<file path="config.mk">
export PLATFORM = sky130hd
export DESIGN_NAME = if_store_ctrl
export DESIGN_NICKNAME = d
export VERILOG_FILES = /design/src/rtl/if_store_ctrl.sv
export SDC_FILE = /design/constraint.sdc
export NUM_CORES = 1
export LEC_CHECK = 0
export ABC_AREA = 1
export BUFFER_PORTS_ARGS = -buffer_cell sky130_fd_sc_hd__buf_2
export CAP_MARGIN = 10
export CORE_MARGIN = 2
export CORE_UTILIZATION = 40
export CTS_CLUSTER_SIZE = 10
export DETAILED_ROUTE_END_ITERATION = 7
export PLACE_DENSITY = 0.68
export SLEW_MARGIN = 20
export SYNTH_ARGS = -nofsm -noshare
export SYNTH_HDL_FRONTEND = slang
export SYNTH_SLANG_ARGS = --single-unit
</file>
<file path="constraint.sdc">
create_clock -name clk -period 4 [get_ports clk]
set_input_delay 0.8 -clock clk [delete_from_list [all_inputs] [get_ports clk]]
set_output_delay 0.8 -clock clk [all_outputs]
set_load 0.03 [all_outputs]
</file>
<file path="src/rtl/if_store_ctrl.sv">
// if_store_ctrl: input-feature store engine.
// Takes a one-shot start from the scheduler, accepts one tile of TILE_ROWS*ROW_WORDS words
// from a valid/ready stream and writes it row-interleaved into NUM_BANK line-buffer SRAMs
// (row r -> bank r mod NUM_BANK). The stream's s_last marker is checked against the fixed
// tile length; any mismatch sets a sticky error flag.
//
// Ports:
//   clk, reset                 clock, synchronous active-low reset
//   start_if_store             start request (level may last up to 2 cycles)
//   if_store_busy / _done      busy while loading/flushing, one-cycle done pulse
//   s_valid/s_data/s_last/s_ready   input word stream
//   sram_wen/bank_sel/addr/wdata    registered SRAM write port, one-hot bank select
//   if_store_err               sticky s_last mismatch flag, cleared on next tile start
module if_store_ctrl #(
  parameter int unsigned DATA_W    = 64,
  parameter int unsigned ROW_WORDS = 8,
  parameter int unsigned TILE_ROWS = 6,
  parameter int unsigned NUM_BANK  = 3,
  parameter int unsigned ADDR_W    = 8
) (
  input  logic                clk,
  input  logic                reset,
  input  logic                start_if_store,
  output logic                if_store_busy,
  output logic                if_store_done,
  input  logic                s_valid,
  input  logic [DATA_W-1:0]   s_data,
  input  logic                s_last,
  output logic                s_ready,
  output logic                sram_wen,
  output logic [NUM_BANK-1:0] sram_bank_sel,
  output logic [ADDR_W-1:0]   sram_addr,
  output logic [DATA_W-1:0]   sram_wdata,
  output logic                if_store_err
);

  localparam int unsigned TileWords = TILE_ROWS * ROW_WORDS;
  localparam int unsigned ColW      = (ROW_WORDS > 1) ? $clog2(ROW_WORDS) : 1;
  localparam int unsigned BankW     = (NUM_BANK > 1) ? $clog2(NUM_BANK) : 1;
  // One extra bit so the count can reach TileWords without wrapping.
  localparam int unsigned CntW      = $clog2(TileWords + 1);

  typedef enum logic [1:0] {StIdle, StLoad, StFlush, StDone} state_e;

  state_e              state_q;
  logic [ColW-1:0]     col_q;
  logic [BankW-1:0]    bank_q;
  logic [ADDR_W-1:0]   row_base_q;  // bank_row * ROW_WORDS, kept as a running sum
  logic [CntW-1:0]     word_cnt_q;
  logic                busy_q;
  logic                done_q;
  logic                err_q;

  logic                handshake;
  logic                last_word;
  logic                col_wrap;
  logic                bank_wrap;
  logic [NUM_BANK-1:0] bank_onehot;

  always_comb begin
    handshake   = s_valid && (state_q == StLoad);
    last_word   = (word_cnt_q == CntW'(TileWords - 1));
    col_wrap    = (col_q == ColW'(ROW_WORDS - 1));
    bank_wrap   = (bank_q == BankW'(NUM_BANK - 1));
    bank_onehot = NUM_BANK'(1) << bank_q;
  end

  always_ff @(posedge clk) begin
    if (!reset) begin
      state_q       <= StIdle;
      col_q         <= '0;
      bank_q        <= '0;
      row_base_q    <= '0;
      word_cnt_q    <= '0;
      busy_q        <= 1'b0;
      done_q        <= 1'b0;
      err_q         <= 1'b0;
      sram_wen      <= 1'b0;
      sram_bank_sel <= '0;
      sram_addr     <= '0;
      sram_wdata    <= '0;
    end else begin
      sram_wen <= 1'b0;
      case (state_q)
        StIdle: begin
          if (start_if_store) begin
            state_q    <= StLoad;
            busy_q     <= 1'b1;
            col_q      <= '0;
            bank_q     <= '0;
            row_base_q <= '0;
            word_cnt_q <= '0;
            err_q      <= 1'b0;
          end
        end
        StLoad: begin
          if (handshake) begin
            sram_wen      <= 1'b1;
            sram_bank_sel <= bank_onehot;
            sram_addr     <= row_base_q + ADDR_W'(col_q);
            sram_wdata    <= s_data;
            // Length is fixed by parameters; s_last is only checked, never obeyed.
            if (s_last != last_word) begin
              err_q <= 1'b1;
            end
            word_cnt_q <= word_cnt_q + CntW'(1);
            if (col_wrap) begin
              col_q <= '0;
              if (bank_wrap) begin
                bank_q     <= '0;
                row_base_q <= row_base_q + ADDR_W'(ROW_WORDS);
              end else begin
                bank_q <= bank_q + BankW'(1);
              end
            end else begin
              col_q <= col_q + ColW'(1);
            end
            if (last_word) begin
              state_q <= StFlush;
            end
          end
        end
        StFlush: begin
          state_q <= StDone;
          busy_q  <= 1'b0;
          done_q  <= 1'b1;
        end
        StDone: begin
          state_q <= StIdle;
          done_q  <= 1'b0;
        end
        default: begin
          state_q <= StIdle;
          busy_q  <= 1'b0;
          done_q  <= 1'b0;
        end
      endcase
    end
  end

  assign s_ready       = (state_q == StLoad);
  assign if_store_busy = busy_q;
  assign if_store_done = done_q;
  assign if_store_err  = err_q;

endmodule

</file>
Word-level counts from Yosys, hierarchy flattened
Cells that the tools add are included.

storage, ports and cells
  register bits = 100
  logic and storage cells = 73
  bits of input ports = 69
  output and inout bits = 80

operators by class
  $add $sub $neg = 5
  multiplexer cells = 29
  eq/ne operators = 13
  shifts and indexed selects = 1
  reduce and logical (&&, ||, !) cells = 13

operators with widths
  operator             count
  $mux 8               4
  $pmux 8 s2           1
  $mux 2               7
  $mux 6               2
  $pmux 6 s2           1
  $ne 2x1->1 const B   5
  $mux 3               3
  $add 8x3->8          1
  $add 8x4->8 const B  1
  $pmux 2 s4           1
  $reduce_and 4->1     2
  $add 6x1->6 const B  1
  $eq 2x2->1 const B   3
  $eq 6x6->1 const B   1
  $pmux 1 s2           3
  $pmux 3 s2           1
  $reduce_and 2->1     3
  $reduce_and 3->1     2
  $reduce_bool 2->1    3
  $mux 1               5
  $reduce_and 5->1     1
  $pmux 2 s2           1
  $add 3x1->3 const B  1
  $eq 3x3->1 const B   1
  7 further kinds      7

Depth between registers and ports, before layout
Gate-level depths: netlist (run 1).

  depth in word-level cells = 5
  depth in mapped cells = 12
  depth with buffers taken out = 12

Least setup slack after synthesis (run 1)
Ideal clock, no wire load.

  path kind = reg2out
  start = reg state_q[1]
  end = out s_ready
  cell stages (with the launch flop) = 3
  slack = 2.379 ns
  buffers on the path = 0
  data required time = 3.200 ns
  arrival = 0.821 ns
  path through = dfxtp_1 -> inv_1 -> ha_1

on the way
  longest elaborated chain between the ends = 1

RTL lines
  item                      line  RTL
  start: declaration        45    state_e state_q;
  start signal: assignment  70    state_q <= StIdle;
  start signal: assignment  87    state_q <= StLoad;
  start signal: assignment  119   state_q <= StFlush;
  $eq 2x1->1                141   assign s_ready = (state_q == StLoad);
  end: declaration          29    output logic s_ready,

No other way between the ends.

Worst setup path after layout (run 1)
Ends and elaborated chain as after synthesis.

==> results.txt, run 1 <==
Status -> finished, final reports clean
Area share of the largest cell type after synthesis -> 0.508
CTS tree -> yes
Post-synth EDFFs -> 0
Clock slew at reported path FFs -> 0.10 ns
Final Hold Viols -> 0
CP startpoint -> state_q[1]$_SDFFE_PN0P_
CP Launch Type -> register
Setup repair bufs after CTS -> 0
Cts bufs inserted -> 9
Sink Count -> 97
Initial drt markers -> 99
Root Buffer -> clkbuf_8
Final nets -> 696
WP data required -> 3.20 ns
Detailed-route wire length -> 9110 microns
Post-CTS Hold Fix Bufs -> 0
Max-Cap Viols -> 0
Design Area, Final -> 4820 sq um
Post-DP HPWL -> 6520 microns
Pwr/cell area -> 709 nW/um^2
Initial core utilization -> 0.414
Skew-Pair Late Insertion Delay -> 0.36 ns
Top cells by area, synth -> dfxtp_1 (51%), nor2_1 (16%), o21ai_0 (10%)
CP arrival -> 1.78 ns
Post-synth cell types -> 31
Max-slew headroom -> 0.395
N_diodes -> 0
Syn_nets -> 561
GP Congestion -> 0.872
Crit share post-route -> 0.645
End of the critical path -> s_ready
Post-detailed-route wirelength per cell -> 12.1 microns
Cell Rows -> 35
Total number of vias -> 3,550
Crit-path max cell delay -> 0.63 ns
Post-synthesis sequential area ratio -> 0.508
WS Path Type -> reg2out
Setup Skew -> 0.00874 ns
Die span in x -> 102 microns
FFs w/ async S/R, synth -> 0
Count leader, synth -> nor2_1
Critical path, cell by cell -> inv_1 > ha_1 > buf_2
Layout cells sized above 1 -> 0.316
Antenna-violating nets left -> 0
Core Region -> 9240 sq um
Vias in the first global route -> 3,298
Setup slack, reg-to-reg -> 1.78 ns
Worst setup EP type -> output port
Post-synth top cells -> nor2_1 (160), dfxtp_1 (97), o21ai_0 (78), nand2_1 (22), a21oi_1 (18)
Tmin final -> 2.58 ns
Gr usage total -> 0.176
Resize count post-CTS -> 0
H-tree Lvls -> 3
Hold Crit Class -> reg2reg
Ys flop type -> dfxtp_1
Vias per inst -> 4.72
Clock tree buffer depth -> 2
Number of port buffers -> 148
#FFs+latches synth -> 97
Cell accounting for the most synthesized area -> dfxtp_1
Synth Cell Area -> 3830 sq um
Worst R2R Start -> state_q[1]$_SDFFE_PN0P_
First-pass GRT wire length -> 14,600 microns
Area delta synth->final -> 26.0%
CP max-delay cell -> ha_1
R2r endpoint -> word_cnt_q[4]$_SDFFE_PN0P_
Pin count of the biggest net entering global routing -> 72
Syn_area_per_cell -> 7.92 sq um
I/O pin total -> 149
Yosys warnings -> 0
Placed cell areas -> 4610 sq um
Worst-Margin Slew -> 0.908 ns
Mapped Cells -> 483
Fin. max-slew vios -> 0
Leakage -> 2.25 nW
Peak Freq -> 0.388 GHz
RSZ-0062 raised after global routing -> false
Die extent in y -> 102 microns
Setup TNS -> 0 ns
Die footprint -> 10,400 sq um
R2R depth -> 10
Final setup fails -> 0
Crit-path max FO -> 13
Worst vdd ir -> 0.573 mV
First-pass DRT Iterations -> 4
DR DRC count -> 0
Initial antenna violation count -> 0
Hold depth -> 2
Congestion Overflow GR -> 0
worst min path at each step:
stage | end | start | slack [ns]
after detailed placement | sram_wdata[11]$_SDFFE_PN0P_ | sram_wdata[11]$_SDFFE_PN0P_ | 0.47
after global placement | sram_wdata[31]$_SDFFE_PN0P_ | sram_wdata[31]$_SDFFE_PN0P_ | 0.46
final | sram_addr[1]$_SDFFE_PN0P_ | sram_addr[1]$_SDFFE_PN0P_ | 0.48
after floorplan | col_q[1]$_SDFFE_PN0P_ | col_q[1]$_SDFFE_PN0P_ | 0.46
after global routing | sram_wdata[2]$_SDFFE_PN0P_ | sram_wdata[2]$_SDFFE_PN0P_ | 0.52
after CTS | sram_wdata[11]$_SDFFE_PN0P_ | sram_wdata[11]$_SDFFE_PN0P_ | 0.49
cell usage in the layout (no fill, tap or decap), types with 2 or more instances in the layout:
cell	netlist	final
nor3_1	4	4
dfxtp_1	97	97
a21oi_1	18	18
xor2_1	2	2
nand2_4	3	3
nand2_2	5	5
nor2_1	160	160
inv_2	6	6
nand3_1	11	11
nand2_1	22	22
buf_2	7	148
nor2_2	2	2
inv_1	15	15
clkbuf_8	0	9
o21ai_0	78	78
a211oi_2	2	2
inv_8	0	2
nand3_2	3	3
ha_1	9	9
o21ai_1	6	6
a21oi_2	3	3
nor2_4	2	2
inv_6	0	2
buf_4	1	3
kinds of logic (layout without fill, tap and decap cells):
kind of cell | Yosys count | after routing | synth area share
xor+xnor | 2 | 2 | 0.00458
compound gates | 111 | 111 | 0.159
fa+ha+maj | 9 | 9 | 0.0294
simple gates | 216 | 216 | 0.243
buf+inv | 48 | 188 | 0.0562
flops | 97 | 97 | 0.508
flip-flops by register name, summed over array words and instances, names as in the netlist:
register / flops
if_store_done: 1
word_cnt_q: 6
if_store_busy: 1
sram_wdata: 64
sram_bank_sel: 3
bank_q: 2
sram_addr: 8
sram_wen: 1
if_store_err: 1
state_q: 2
col_q: 3
row_base_q: 5
worst max-delay path: cells and delay by family (launching register included):
family	cells	cell delay, ns
buffers and inverters	2	0.44
DFF	1	0.35
adders and majority gates	1	0.63
routing by layer:
| metal | wire, microns | GRT usage | vias up |
|---|---|---|---|
| li1 | - | - | 1826 |
| met1 | 4190 | 0.218 | 1605 |
| met2 | 4200 | 0.299 | 108 |
| met3 | 584 | 0.0359 | 11 |
| met4 | 133 | 0.0686 | 0 |
| met5 | 0 | 0 | - |
layout make-up:
cell class / count / area (sq um)
fill: 913 / 4420
sequential: 97 / 1940
multi-input combinational: 338 / 1670
timing repair buffer: 151 / 763
tap: 129 / 161
clock buffer: 9 / 124
clock inverter: 7 / 83.8
inverter: 21 / 78.8
power breakdown:
part	leakage (nW)	total, mW	switching, mW	internal (mW)
Sequential	0.792	1.30	0.122	1.18
Clock	0.108	0.664	0.362	0.303
Combinational	1.35	1.45	1.02	0.436
through the flow:
stage               power (mW)  utilization  cells  setup WS [ns]  hold slack (ns)
CTS                       3.46        0.522    752           1.41            0.490
global route              3.67        0.522    752           1.32            0.515
finish                    3.42        0.522    752           1.42            0.483
floorplan                 2.45            -    483           2.38            0.457
global placement          2.76        0.499    736           1.66            0.456
detailed placement        2.79        0.499    736           1.66            0.466
(Power assumes the default switching activity.)
==> inputs of run 2 (changes only) <==
Clock period 4 ns to 2.5 ns, I/O delays scaled along.
==> results.txt, run 2 (synthesized netlist as in run 1, its figures left out) <==
Status -> finished, final reports clean
Antenna-violating nets left -> 0
Biggest regs -> sram_wdata (64), sram_addr (8), word_cnt_q (6)
Non-filler cells, final -> 754
Detailed-route wire length -> 9440 microns
GR met2 Demand/Resource -> 0.299
Leakage -> 2.25 nW
Max-Cap Viols -> 0
Worst vdd ir -> 0.786 mV
Cts bufs inserted -> 9
Max-slew headroom -> 0.581
Cell Rows -> 35
Crit-path max FO -> 12
Worst-Margin Slew -> 0.628 ns
Met3 GRT Util -> 0.0407
WS Path Type -> reg2out
First-pass DRT Iterations -> 4
DR DRC count -> 0
Setup TNS -> 0 ns
Initial antenna violation count -> 0
Setup repair bufs after CTS -> 0
Resize count post-CTS -> 0
Pre-CTS WS -> 0.649 ns
Crit-path max cell delay -> 0.34 ns
WP data required -> 2.00 ns
Setup Skew -> 0.0104 ns
Die span in x -> 102 microns
Skew-Pair Late Insertion Delay -> 0.35 ns
Pin count of the biggest net entering global routing -> 84
GP Congestion -> 0.856
Final nets -> 698
Initial core utilization -> 0.414
Vias per inst -> 4.81
Top Usage Layer GRT -> met2
Worst setup margin -> 0.495 ns
Area delta synth->final -> 27.0%
Peak Freq -> 0.499 GHz
CP arrival -> 1.50 ns
Clock slew at reported path FFs -> 0.09 ns
Largest register FFs -> 64
Met1 GRT Util -> 0.214
Largest Register -> sram_wdata
Post-detailed-route wirelength per cell -> 12.5 microns
CP Launch Type -> register
Vias in the first global route -> 3,305
Pwr/cell area -> 1130 nW/um^2
RSZ-0062 raised after global routing -> false
Most frequent cells in the layout -> nor2_1 (160), buf_2 (148), dfxtp_1 (97)
N_diodes -> 0
Core Region -> 9240 sq um
Clock tree buffer depth -> 2
Final Hold Viols -> 0
Crit share post-route -> 0.802
Fillers -> 903
Post-DP HPWL -> 6610 microns
Critical path, cell by cell -> inv_1 > ha_1 > buf_4 > buf_2
H-tree Lvls -> 3
Post-Place Cells -> 738
Number of port buffers -> 148
Die extent in y -> 102 microns
Tmin final -> 2.00 ns
First-pass GRT wire length -> 14,700 microns
CP max-delay cell -> dfxtp_1
Congestion Overflow GR -> 0
Die footprint -> 10,400 sq um
Hold Crit Class -> in2reg
Fin. max-slew vios -> 0
I/O pin total -> 149
Gr usage total -> 0.174
Sink Count -> 97
Post-CTS Hold Fix Bufs -> 0
Root Buffer -> clkbuf_8
Most common cell after layout, fill and taps aside -> nor2_1
Final setup fails -> 0
Total number of vias -> 3,623
Worst setup EP type -> output port
Initial drt markers -> 115
CTS tree -> yes
Layout Utilization -> 0.526
Layout cells sized above 1 -> 0.317
-- run 2: cell types whose count changed in the layout (fill, tap and decap cells not counted) --
| cell | delta |
|---|---|
| clkinvlp_4 | +3 |
| buf_12 | +2 |
| inv_6 | -2 |
| clkbuf_1 | +1 |
| clkbuf_8 | +1 |
| clkinv_2 | -1 |
| clkinv_4 | -1 |
| inv_8 | -1 |
-- run 2: report_power, final --
part / switching, mW / total, mW / internal (mW)
Combinational: 1.65 / 2.37 / 0.718
Clock: 0.540 / 1.04 / 0.498
Sequential: 0.193 / 2.08 / 1.89
-- run 2: area by class of cell --
cell class              instances  area, sq um  share of cell area
repair buffers                153          803               0.165
multi-input cells             338         1670               0.343
flip-flops and latches         97         1940               0.400
clock inverters                 5         63.8              0.0131
well taps                     129          161              0.0332
inverters                      21         78.8              0.0162
clock buffers                  11          141              0.0291
-- run 2: layer usage --
metal  wire (microns)  vias to the layer above
met5                0                        -
met4              105                        0
met3              683                       11
met2             4460                      128
met1             4190                     1650
li1                 -                     1834
-- run 2: path summary, 6_finish.rpt --
kind / from / endpoint / slack (ns) / cells past startpoint
max reg2reg: state_q[1]$_SDFFE_PN0P_ / word_cnt_q[4]$_SDFFE_PN0P_ / 0.63 / 9
min: s_valid / sram_addr[3]$_SDFFE_PN0P_ / 0.39 / 2
min reg2reg: sram_wdata[10]$_SDFFE_PN0P_ / sram_wdata[10]$_SDFFE_PN0P_ / 0.48 / 2
max: state_q[1]$_SDFFE_PN0P_ / s_ready / 0.50 / 4
-- run 2: worst max-delay path: cells and delay by family, from the launching register on --
family | cells | cell delay [ns]
buf+inv | 3 | 0.60
flops | 1 | 0.34
fa+ha+maj | 1 | 0.21
-- run 2: per-stage QoR --
stage	hold WS, ns	power (mW)	instance area [sq um]
after global routing	0.371	5.87	4860
after detailed placement	0.467	4.50	4650
after global placement	0.458	4.43	4650
after floorplan	0.457	3.92	3830
after CTS	0.366	5.55	4860
final	0.389	5.49	4860
==> inputs of run 3 (changes only) <==
Settings changed: ABC_AREA 1 to 0, PLACE_DENSITY 0.68 to 0.7.
Clock period 2.5 ns to 1.7 ns, I/O delays scaled along.
==> results.txt, run 3 <==
Crit-path max FO -> 7
Worst-Margin Slew -> 0.582 ns
Destination of the worst hold path -> sram_wdata[8]$_SDFFE_PN0P_
Die footprint -> 10,500 sq um
Fillers -> 873
Post-synthesis mux area share -> 0.0184
Clock slew at reported path FFs -> 0.09 ns
Pin count of the biggest net entering global routing -> 45
Failing checks -> negative setup slack
Final setup fails -> 7
Largest Register -> sram_wdata
Vias in the first global route -> 3,395
Post-Place Cells -> 729
Vias per inst -> 4.71
Pwr/cell area -> 1290 nW/um^2
Post-CTS Hold Fix Bufs -> 0
Initial drt markers -> 104
Post-DP HPWL -> 6720 microns
GP Congestion -> 0.782
Antenna-violating nets left -> 0
Cell accounting for the most synthesized area -> dfxtp_1
Hold depth -> 3
Hold Crit Class -> in2reg
Post-synth EDFFs -> 0
Biggest regs -> sram_wdata (64), sram_addr (8), word_cnt_q (6)
Yosys warnings -> 0
N_diodes -> 0
Core Region -> 9330 sq um
Total Power -> 6.88 mW
R2R depth -> 6
Setup slack, reg-to-reg -> -0.11 ns
Cts bufs inserted -> 9
FFs w/ async S/R, synth -> 0
DR DRC count -> 0
WS Path Type -> reg2reg
WP data required -> 1.98 ns
Post-synthesis sequential area ratio -> 0.501
Clock tree buffer depth -> 2
RSZ-0062 raised after global routing -> true
Layout cells sized above 1 -> 0.348
Largest family of logic cells by synthesized area -> simple AND/OR/NAND/NOR gates
Skew-Pair Late Insertion Delay -> 0.35 ns
Syn_area_per_cell -> 8.48 sq um
Count leader, synth -> nand2_1
Cell Rows -> 35
Design Area, Final -> 5350 sq um
Detailed-route wire length -> 9630 microns
Leakage -> 2.31 nW
Area occupied by multi-input gates -> 1920 sq um
Setup Skew -> 0.00819 ns
Worst vdd ir -> 0.554 mV
First-pass DRT Iterations -> 4
Pre-CTS WS -> -0.131 ns
Congestion Overflow GR -> 0
Most frequent cells in the layout -> nand2_1 (163), buf_2 (147), dfxtp_1 (95)
Worst setup EP type -> register
Area share of the largest cell type after synthesis -> 0.501
Max-Cap Viols -> 0
Sink Count -> 97
Complex-gate fraction of the synthesized area -> 0.180
Ys flop type -> dfxtp_1
Area delta synth->final -> 38.1%
#FFs+latches synth -> 97
Final nets -> 699
Syn_nets -> 535
Most common cell after layout, fill and taps aside -> nand2_1
Die span in x -> 102 microns
Die extent in y -> 102 microns
Crit share post-route -> 1.07
Initial core utilization -> 0.415
R2r endpoint -> row_base_q[5]$_SDFFE_PN0P_
Post-synth cell types -> 31
Max-slew headroom -> 0.609
Post-synthesis xor/xnor area fraction -> 0.00904
WHS -> 0.226 ns
Fin. max-slew vios -> 0
Post-synth top cells -> nand2_1 (164), dfxtp_1 (97), a21boi_0 (75), clkbuf_1 (27), ha_1 (9)
Worst R2R Start -> state_q[0]$_SDFFE_PN0P_
CTS tree -> yes
Non-filler cells, final -> 755
Number of port buffers -> 148
Mapped Cells -> 457
CP max-delay cell -> or3_4
Largest register FFs -> 64
Crit-path max cell delay -> 0.40 ns
Critical path, cell by cell -> buf_6 > ha_4 > mux2i_4 > a2111o_1 > or3_4 > a21oi_2
Peak Freq -> 0.551 GHz
Synth Cell Area -> 3870 sq um
Root Buffer -> clkbuf_8
Total number of vias -> 3,555
Total area of sequential cells -> 1950 sq um
Placed cell areas -> 4980 sq um
Hold path startpoint -> s_data[8]
Initial antenna violation count -> 0
Tmin final -> 1.81 ns
Final Hold Viols -> 0
Post-detailed-route wirelength per cell -> 12.8 microns
First-pass GRT wire length -> 15,200 microns
CP Launch Type -> register
H-tree Lvls -> 3
I/O pin total -> 149
CP arrival -> 2.10 ns
Top cells by area, synth -> dfxtp_1 (50%), nand2_1 (16%), a21boi_0 (15%)
Status -> complete, but fails checks
Gr usage total -> 0.183
Synth Area in Simple Gates -> 0.230
Synth Area in Adders -> 0.0291
Worst setup margin -> -0.114 ns
==> run 3: cell types whose count changed in the layout (fill, tap and decap cells not counted), sizes merged, moves of 6 or more <==
cell,before,now
nand3,14,4
a21boi,0,79
nand2,30,164
buf,153,182
a21oi,21,5
nor2,165,7
mux2i,0,6
o21ai,84,8
inv,22,4
nor2b,0,6
==> run 3: cell families after synthesis <==
| group | after synthesis |
|---|---|
| simple gates | 210 |
| buf+inv | 33 |
| flops | 97 |
| compound gates | 97 |
| fa+ha+maj | 9 |
| mux | 7 |
| xor+xnor | 4 |
==> run 3: what timing repair did <==
item | in CTS | in global routing
pin swaps | 4 | 8
setup buffers | 4 | 6
gates resized for setup | 4 | 19
cloned | 0 | 1
endpoints found under the setup margin | 7 | 10
==> run 3: layout make-up <==
type / count / area share
Inverter: 3 / 0.00257
Clock buffer: 12 / 0.0271
Multi-Input combinational cell: 327 / 0.359
Tap cell: 129 / 0.0302
Timing Repair Buffer: 183 / 0.207
Clock inverter: 4 / 0.00959
Sequential cell: 97 / 0.364
==> run 3: worst max path at each step <==
stage | from | to | slack [ns] | cells past startpoint
6_report | state_q[0]$_SDFFE_PN0P_ | row_base_q[5]$_SDFFE_PN0P_ | -0.11 | 6
3_5_place_dp | col_q[0]$_SDFFE_PN0P_ | row_base_q[3]$_SDFFE_PN0P_ | -0.13 | 6
2_1_floorplan | state_q[1]$_SDFFE_PN0P_ | row_base_q[3]$_SDFFE_PN0P_ | -0.11 | 7
4_1_cts | state_q[0]$_SDFFE_PN0P_ | row_base_q[3]$_SDFFE_PN0P_ | -0.08 | 6
3_3_place_gp | col_q[0]$_SDFFE_PN0P_ | row_base_q[3]$_SDFFE_PN0P_ | -0.07 | 6
5_1_grt | state_q[0]$_SDFFE_PN0P_ | row_base_q[3]$_SDFFE_PN0P_ | -0.20 | 6
==> run 3: metal layers <==
| metal | vias up | wire [microns] | share of wire | track usage |
|---|---|---|---|---|
| li1 | 1823 | - | - | - |
| met1 | 1640 | 4130 | 0.43 | 0.217 |
| met2 | 84 | 5000 | 0.52 | 0.321 |
| met3 | 8 | 399 | 0.041 | 0.0534 |
| met4 | 0 | 104 | 0.011 | 0.0492 |
| met5 | - | 0 | 0 | 0 |
==> run 3: critical path, delay by kind of cell (launching register included) <==
kind / cells / cell delay (ns)
AOI/OAI and AO/OA: 2 / 0.52
buffers and inverters: 1 / 0.12
and+or+nand+nor: 1 / 0.40
muxes: 1 / 0.18
DFF: 1 / 0.36
adders and majority gates: 1 / 0.17
==> run 3: stage by stage <==
stage | TNS [ns] | util
after CTS | -0.280 | 0.560
after global routing | -1.27 | 0.574
after global placement | -0.138 | 0.534
after floorplan | -0.268 | -
final | -0.564 | 0.574
after detailed placement | -0.523 | 0.534
==> run 3: report_power, final <==
part           switching [mW]  leakage (nW)  internal (mW)  total (mW)
clock network           0.782        0.0932          0.724        1.51
logic                    1.53          1.43           1.16        2.69
registers               0.141         0.787           2.54        2.68
total                    2.45          2.31           4.43        6.88
